--- src/rtl/coarse_delay_ctrl.sv ---
// Coarse delay line sequencer: decimated clock-enable strobe plus strobe-aligned
// delay updates with blanking, driven by a four-phase req/ack handshake.
module coarse_delay_ctrl #(
  parameter int LOG2_MAX_DELAY = 4,
  parameter int DECIM_WIDTH    = 8
) (
  input  logic                      clk_i,
  input  logic                      rst_ni,
  input  logic                      run_i,
  input  logic [DECIM_WIDTH-1:0]    decim_i,
  input  logic                      delay_req_i,
  input  logic [LOG2_MAX_DELAY-1:0] delay_new_i,
  output logic                      delay_ack_o,
  output logic                      ce_o,
  output logic [LOG2_MAX_DELAY-1:0] delay_o,
  output logic                      blank_o,
  output logic                      busy_o,
  output logic [1:0]                state_o
);

  typedef enum logic [1:0] {
    IDLE    = 2'd0,
    WAIT_CE = 2'd1,
    FLUSH   = 2'd2,
    DONE    = 2'd3
  } state_t;

  state_t                    state_q, state_d;
  logic [DECIM_WIDTH-1:0]    cnt_q;
  logic [LOG2_MAX_DELAY-1:0] pend_q, pend_d;
  logic [LOG2_MAX_DELAY-1:0] flush_q, flush_d;
  logic [LOG2_MAX_DELAY-1:0] delay_d;
  logic                      blank_d, ack_d, busy_d;
  logic                      wrap;

  assign state_o = state_q;
  assign wrap    = (cnt_q >= decim_i);

  // A lowered decim_i below cnt_q is caught by >= so the counter wraps at once.
  always_ff @(posedge clk_i or negedge rst_ni) begin
    if (!rst_ni) begin
      cnt_q <= '0;
      ce_o  <= 1'b0;
    end else begin
      ce_o <= run_i && wrap;
      if (!run_i || wrap) cnt_q <= '0;
      else                cnt_q <= cnt_q + 1'b1;
    end
  end

  always_ff @(posedge clk_i or negedge rst_ni) begin
    if (!rst_ni) begin
      state_q     <= IDLE;
      pend_q      <= '0;
      flush_q     <= '0;
      delay_o     <= '0;
      blank_o     <= 1'b0;
      delay_ack_o <= 1'b0;
      busy_o      <= 1'b0;
    end else begin
      state_q     <= state_d;
      pend_q      <= pend_d;
      flush_q     <= flush_d;
      delay_o     <= delay_d;
      blank_o     <= blank_d;
      delay_ack_o <= ack_d;
      busy_o      <= busy_d;
    end
  end

  // Handshake: delay_req_i rises with delay_new_i valid; delay_ack_o rises once
  // the update has settled; req falls; ack falls the edge after req is seen low.
  // Because DONE only exits on req low, IDLE never re-takes a stale request.
  always_comb begin
    state_d = state_q;
    pend_d  = pend_q;
    flush_d = flush_q;
    delay_d = delay_o;
    blank_d = blank_o;
    ack_d   = delay_ack_o;
    busy_d  = busy_o;
    case (state_q)
      IDLE: begin
        if (delay_req_i) begin
          pend_d  = delay_new_i;
          busy_d  = 1'b1;
          state_d = (delay_new_i == delay_o) ? DONE : WAIT_CE;
        end
      end
      WAIT_CE: begin
        if (ce_o) begin
          delay_d = pend_q;
          flush_d = pend_q;
          if (pend_q == '0) begin
            ack_d   = 1'b1;
            state_d = DONE;
          end else begin
            blank_d = 1'b1;
            state_d = FLUSH;
          end
        end
      end
      FLUSH: begin
        if (ce_o) begin
          flush_d = flush_q - 1'b1;
          if (flush_q == LOG2_MAX_DELAY'(1)) begin
            blank_d = 1'b0;
            ack_d   = 1'b1;
            state_d = DONE;
          end
        end
      end
      DONE: begin
        // Entered from IDLE with ack still low: raise it first so a dropped
        // request still sees a one-cycle ack.
        if (!delay_ack_o) begin
          ack_d = 1'b1;
        end else if (!delay_req_i) begin
          ack_d   = 1'b0;
          busy_d  = 1'b0;
          state_d = IDLE;
        end
      end
      default: state_d = IDLE;
    endcase
  end

endmodule

--- config.mk ---
export PLATFORM = sky130hd
export DESIGN_NAME = coarse_delay_ctrl
export DESIGN_NICKNAME = d
export VERILOG_FILES = /design/src/rtl/coarse_delay_ctrl.sv
export SDC_FILE = /design/constraint.sdc
export NUM_CORES = 1
export LEC_CHECK = 0
export CAP_MARGIN = 10
export CELL_PAD_IN_SITES_DETAIL_PLACEMENT = 1
export CELL_PAD_IN_SITES_GLOBAL_PLACEMENT = 2
export CORE_ASPECT_RATIO = 0.9
export CORE_UTILIZATION = 35
export DETAILED_ROUTE_END_ITERATION = 10
export PLACE_DENSITY = 0.79
export SLEW_MARGIN = 25
export SYNTH_ARGS = -nofsm -noshare
export SYNTH_HDL_FRONTEND = slang
export SYNTH_SLANG_ARGS = --single-unit
--- constraint.sdc ---
create_clock -name clk_i -period 4.6 [get_ports clk_i]
set_clock_uncertainty 0.1 [all_clocks]
set_input_delay 1.38 -clock clk_i [delete_from_list [all_inputs] [get_ports clk_i]]
set_output_delay 1.38 -clock clk_i [all_outputs]
set_load 0.01 [all_outputs]
# Yosys cells after proc, flatten, opt, wreduce, memory -nomap -nowiden
# Index checks and enable logic that the tools add are counted.
# totals
regBits,26
output_inout_bits,10
word_cells,69
# op_classes
addsub,2
n_lt_le_gt_ge,1
n_eq_ne,13
muxes,29
n_reduce_logical,15
# ops
operator,count
$ne 2x2->1 const B,8
$mux 1,14
$mux 2,7
$reduce_and 5->1,2
$add 8x1->8 const B,1
$ge 8x8->1,1
$mux 4,2
$mux 8,1
$pmux 2 s4,1
$pmux 4 s2,1
$reduce_and 6->1,1
$eq 2x2->1 const B,2
$eq 4x1->1 const B,1
$eq 4x4->1,1
$logic_not 4->1,1
$pmux 1 s2,2
$reduce_and 2->1,2
$reduce_and 4->1,1
$reduce_bool 2->1,2
$sub 4x1->4 const B,1
$pmux 1 s3,1
$reduce_and 3->1,1
$reduce_bool 3->1,1
$eq 2x1->1 const B,1
4 further kinds,4

# Logic depth before layout (Yosys ltp)
# depth
depth_word,4
ltp_mapped,7

# Worst setup path after synthesis
# OpenSTA, ideal clock, no wires.
# synth_timing
path_type,in2reg
from,input port decim_i[1]
to,register cnt_q[2]
setup_ps,74
t_arrival_ps,2544
required_ps,4426
setup_slack_ps,1883
cell_stages,6
n_path_buf,0
path_cell_list,inv_1 > ha_1 > or4_1 > a21oi_2 > o311ai_2 > nor2_1
# synth_via
elab_chain_len,3
# synth_rtl
item,line,rtl
"start, declared",10,"input logic [DECIM_WIDTH-1:0] decim_i,"
$ge 8x8->1,37,assign wrap = (cnt_q >= decim_i);
$logic_or 1x1->1,46,if (!run_i || wrap) cnt_q <= '0;
$mux 8,46,
"end signal, assigned",47,else cnt_q <= cnt_q + 1'b1;
"end, declared",29,logic [DECIM_WIDTH-1:0] cnt_q;
# No other way between the ends.
# A chain may end at the register's enable or synchronous reset.

# Final worst setup path
# layout_timing
from,input port decim_i[1]
to,register cnt_q[6]
# The elaborated chain is that of the path after synthesis.

==> out/qor.yml <==
run_status:
  status: "complete, no violations"
setup_path:
  crit_fanout: 8
  start_kind: "primary input"
  cp-end-kind: "register"
  arrival_ps: 3190
  crit_type: "in2reg"
  critPathRequiredTime_ps: 4690
global_route:
  grt_pass1_wl_um: 6400
  overflow: 0
  grt_use_total: 0.177
  grt_max_degree: 27
  grt_pass1_vias: 1415
  antenna_found_initial: 0
final_layout:
  diodes: 0
  nets: 216
  finalNonFillerCells: 244
  area_growth_syn_to_layout_pct: 24.6
  drive_above_1_share: 0.0924
  final_util: 0.462
synth:
  synth-edff-count: 0
  synth_area_leader_cell: "dfrtp_1"
  synth.avg_cell_area_um2: 9.88
  seq_area_frac_synth: 0.422
  syn_area_mm2: 0.00154
  synthTopCellsByArea: "dfrtp_1, ha_1, xor2_1"
  yosys.cell_count.top_type: "dfrtp_1"
  yosysWarningCount: 0
  synth-async-reset-ratio: 1.00
  synth_cell_types: 37
  synth_seq_cells: 26
  synth_nets: 187
  netlist_instances: 156
  yosys_most_used_dff: "dfrtp_1"
  synth_common_cells: "dfrtp_1, inv_1, ha_1"
  synth_top_cell_area_share: 0.422
floorplan:
  boundaryPins: 26
  dieWidth_um: 72.0
  die_y_um: 65.0
  rows: 22
  die_area_mm2: 0.00467
  core_area_mm2: 0.00416
  floorplan.initialDensity: 0.371
clock_network:
  cts_made_buffers: 3
  post-cts-setup-buffers: 0
  cts_tree: "built"
  root_buffer: "clkbuf_8"
  ctsResizeCount: 0
  insertion_delay_ps: 270
  clkSlewWorstSetupHoldPaths_ps: 90
  cts_sinks: 26
  htreeDepth: 1
  cts_hold_buffers: 0
  clk_path_buf_depth: 2
placement:
  port_buffers: 25
  globalplace.congestion: 0.740
  pre_cts_slack_ps: 1220
  dp_cells: 240
  dp_hpwl_um: 2840
timing:
  finalWorstSetupSlack_ps: 1500
  setup_viol: 0
  finalSetupTns_ps: 0
  period_needed_ps: 3100
  finalHoldViolations: 0
  slew_violations: 0
  rsz0062_at_grt: "no"
  worstMarginPinSlew_ps: 617
  timing.slew.headroom: 0.588
  max_freq_ghz: 0.323
  fin_crit_sh: 0.673
power_and_ir_drop:
  ir_worst_vdd_mv: 0.190
  powerDensity_mw_per_mm2: 416
  total_leakage_power_nw: 0.926
route:
  drc: 0
  vias_per_cell: 4.96
  num_vias: 1211
  detail_route.wl_per_cell_um: 14.7
  dr.pass1.iters: 4
  antenna_left: 0
  wirelength_um: 3580
  drt_iter0_drc: 16
hold_path:
  hold_path_class: "reg2reg"
run:
  drv_cap: 0
-- layout by cell type, fill, tap and decap left out, types with 5 or more instances in the layout --
master           Yosys  final
mux2_2               5      5
clkdlybuf4s50_1      0     25
nor2_1              13     13
ha_1                15     15
dfrtp_1             26     26
a21oi_1              8      8
nand2_1              8      8
xor2_1               9      9
nand3_1              9      9
inv_1               19     19
o21ai_0              6      6
-- through the flow --
| step | cell area (um^2) | power (mW) | hold slack (ps) |
|---|---|---|---|
| CTS | 1920 | 0.812 | 421 |
| floorplan | 1540 | 0.528 | 385 |
| global route | 1920 | 0.859 | 453 |
| finish | 1920 | 0.800 | 413 |
| detailed placement | 1870 | 0.658 | 399 |
| global placement | 1870 | 0.642 | 396 |
-- report_power, final --
group          total, mW  switching, mW  internal, mW
logic              0.330          0.164         0.166
clock network      0.149         0.0725        0.0766
registers          0.321         0.0460         0.275
total              0.800          0.282         0.518
-- cell type report --
cell class | instances | area, um^2
clock buffers | 4 | 55.1
flip-flops and latches | 26 | 651
fillers | 486 | 2240
repair buffers | 26 | 258
multi-input cells | 109 | 811
well taps | 60 | 75.1
inverters | 19 | 71.3
-- state kept, by name, summed over array words and instances, names as in the netlist --
name         cells
state_o          2
delay_ack_o      1
pend_q           4
busy_o           1
blank_o          1
cnt_q            8
delay_o          4
flush_q          4
ce_o             1
-- kinds of logic after synthesis --
| group | count (synthesis) | share of synthesized area |
|---|---|---|
| AND/OR/NAND/NOR | 44 | 0.147 |
| multiplexers | 8 | 0.0592 |
| adder cells (fa/ha/maj) | 15 | 0.122 |
| buffers and inverters | 21 | 0.0519 |
| XOR/XNOR | 10 | 0.0568 |
| AO/OA/AOI/OAI | 32 | 0.141 |
| flip-flops | 26 | 0.422 |
-- critical path, stage by stage --
cell	delay [ps]
clkdlybuf4s50_1	460
inv_1	40
ha_1	180
or4_1	560
a21oi_2	170
o311ai_2	220
nor2_1	180
-- layer usage --
metal  global-route usage  up-vias  wire length (um)
li1                     -      596                 -
met1                0.219      603              1740
met2                0.311       10              1730
met3               0.0373        2                89
met4               0.0466        0                22
met5                    0        -                 0
-- path summary, 6_finish.rpt --
| check | start | to | slack, ps | cells after the start |
|---|---|---|---|---|
| hold reg to reg | blank_o | blank_o | 410 | 1 |
| max in group asynchronous | rst_ni | pend_q[1] | 2770 | 2 |
| setup reg to reg | state_o[1] | delay_ack_o | 2380 | 6 |
| min in group asynchronous | rst_ni | flush_q[2] | 1370 | 2 |
| hold / removal | blank_o | blank_o | 410 | 1 |
| setup / recovery | decim_i[1] | cnt_q[6] | 1500 | 7 |
No activity file was read; power rests on OpenSTA's default activity.
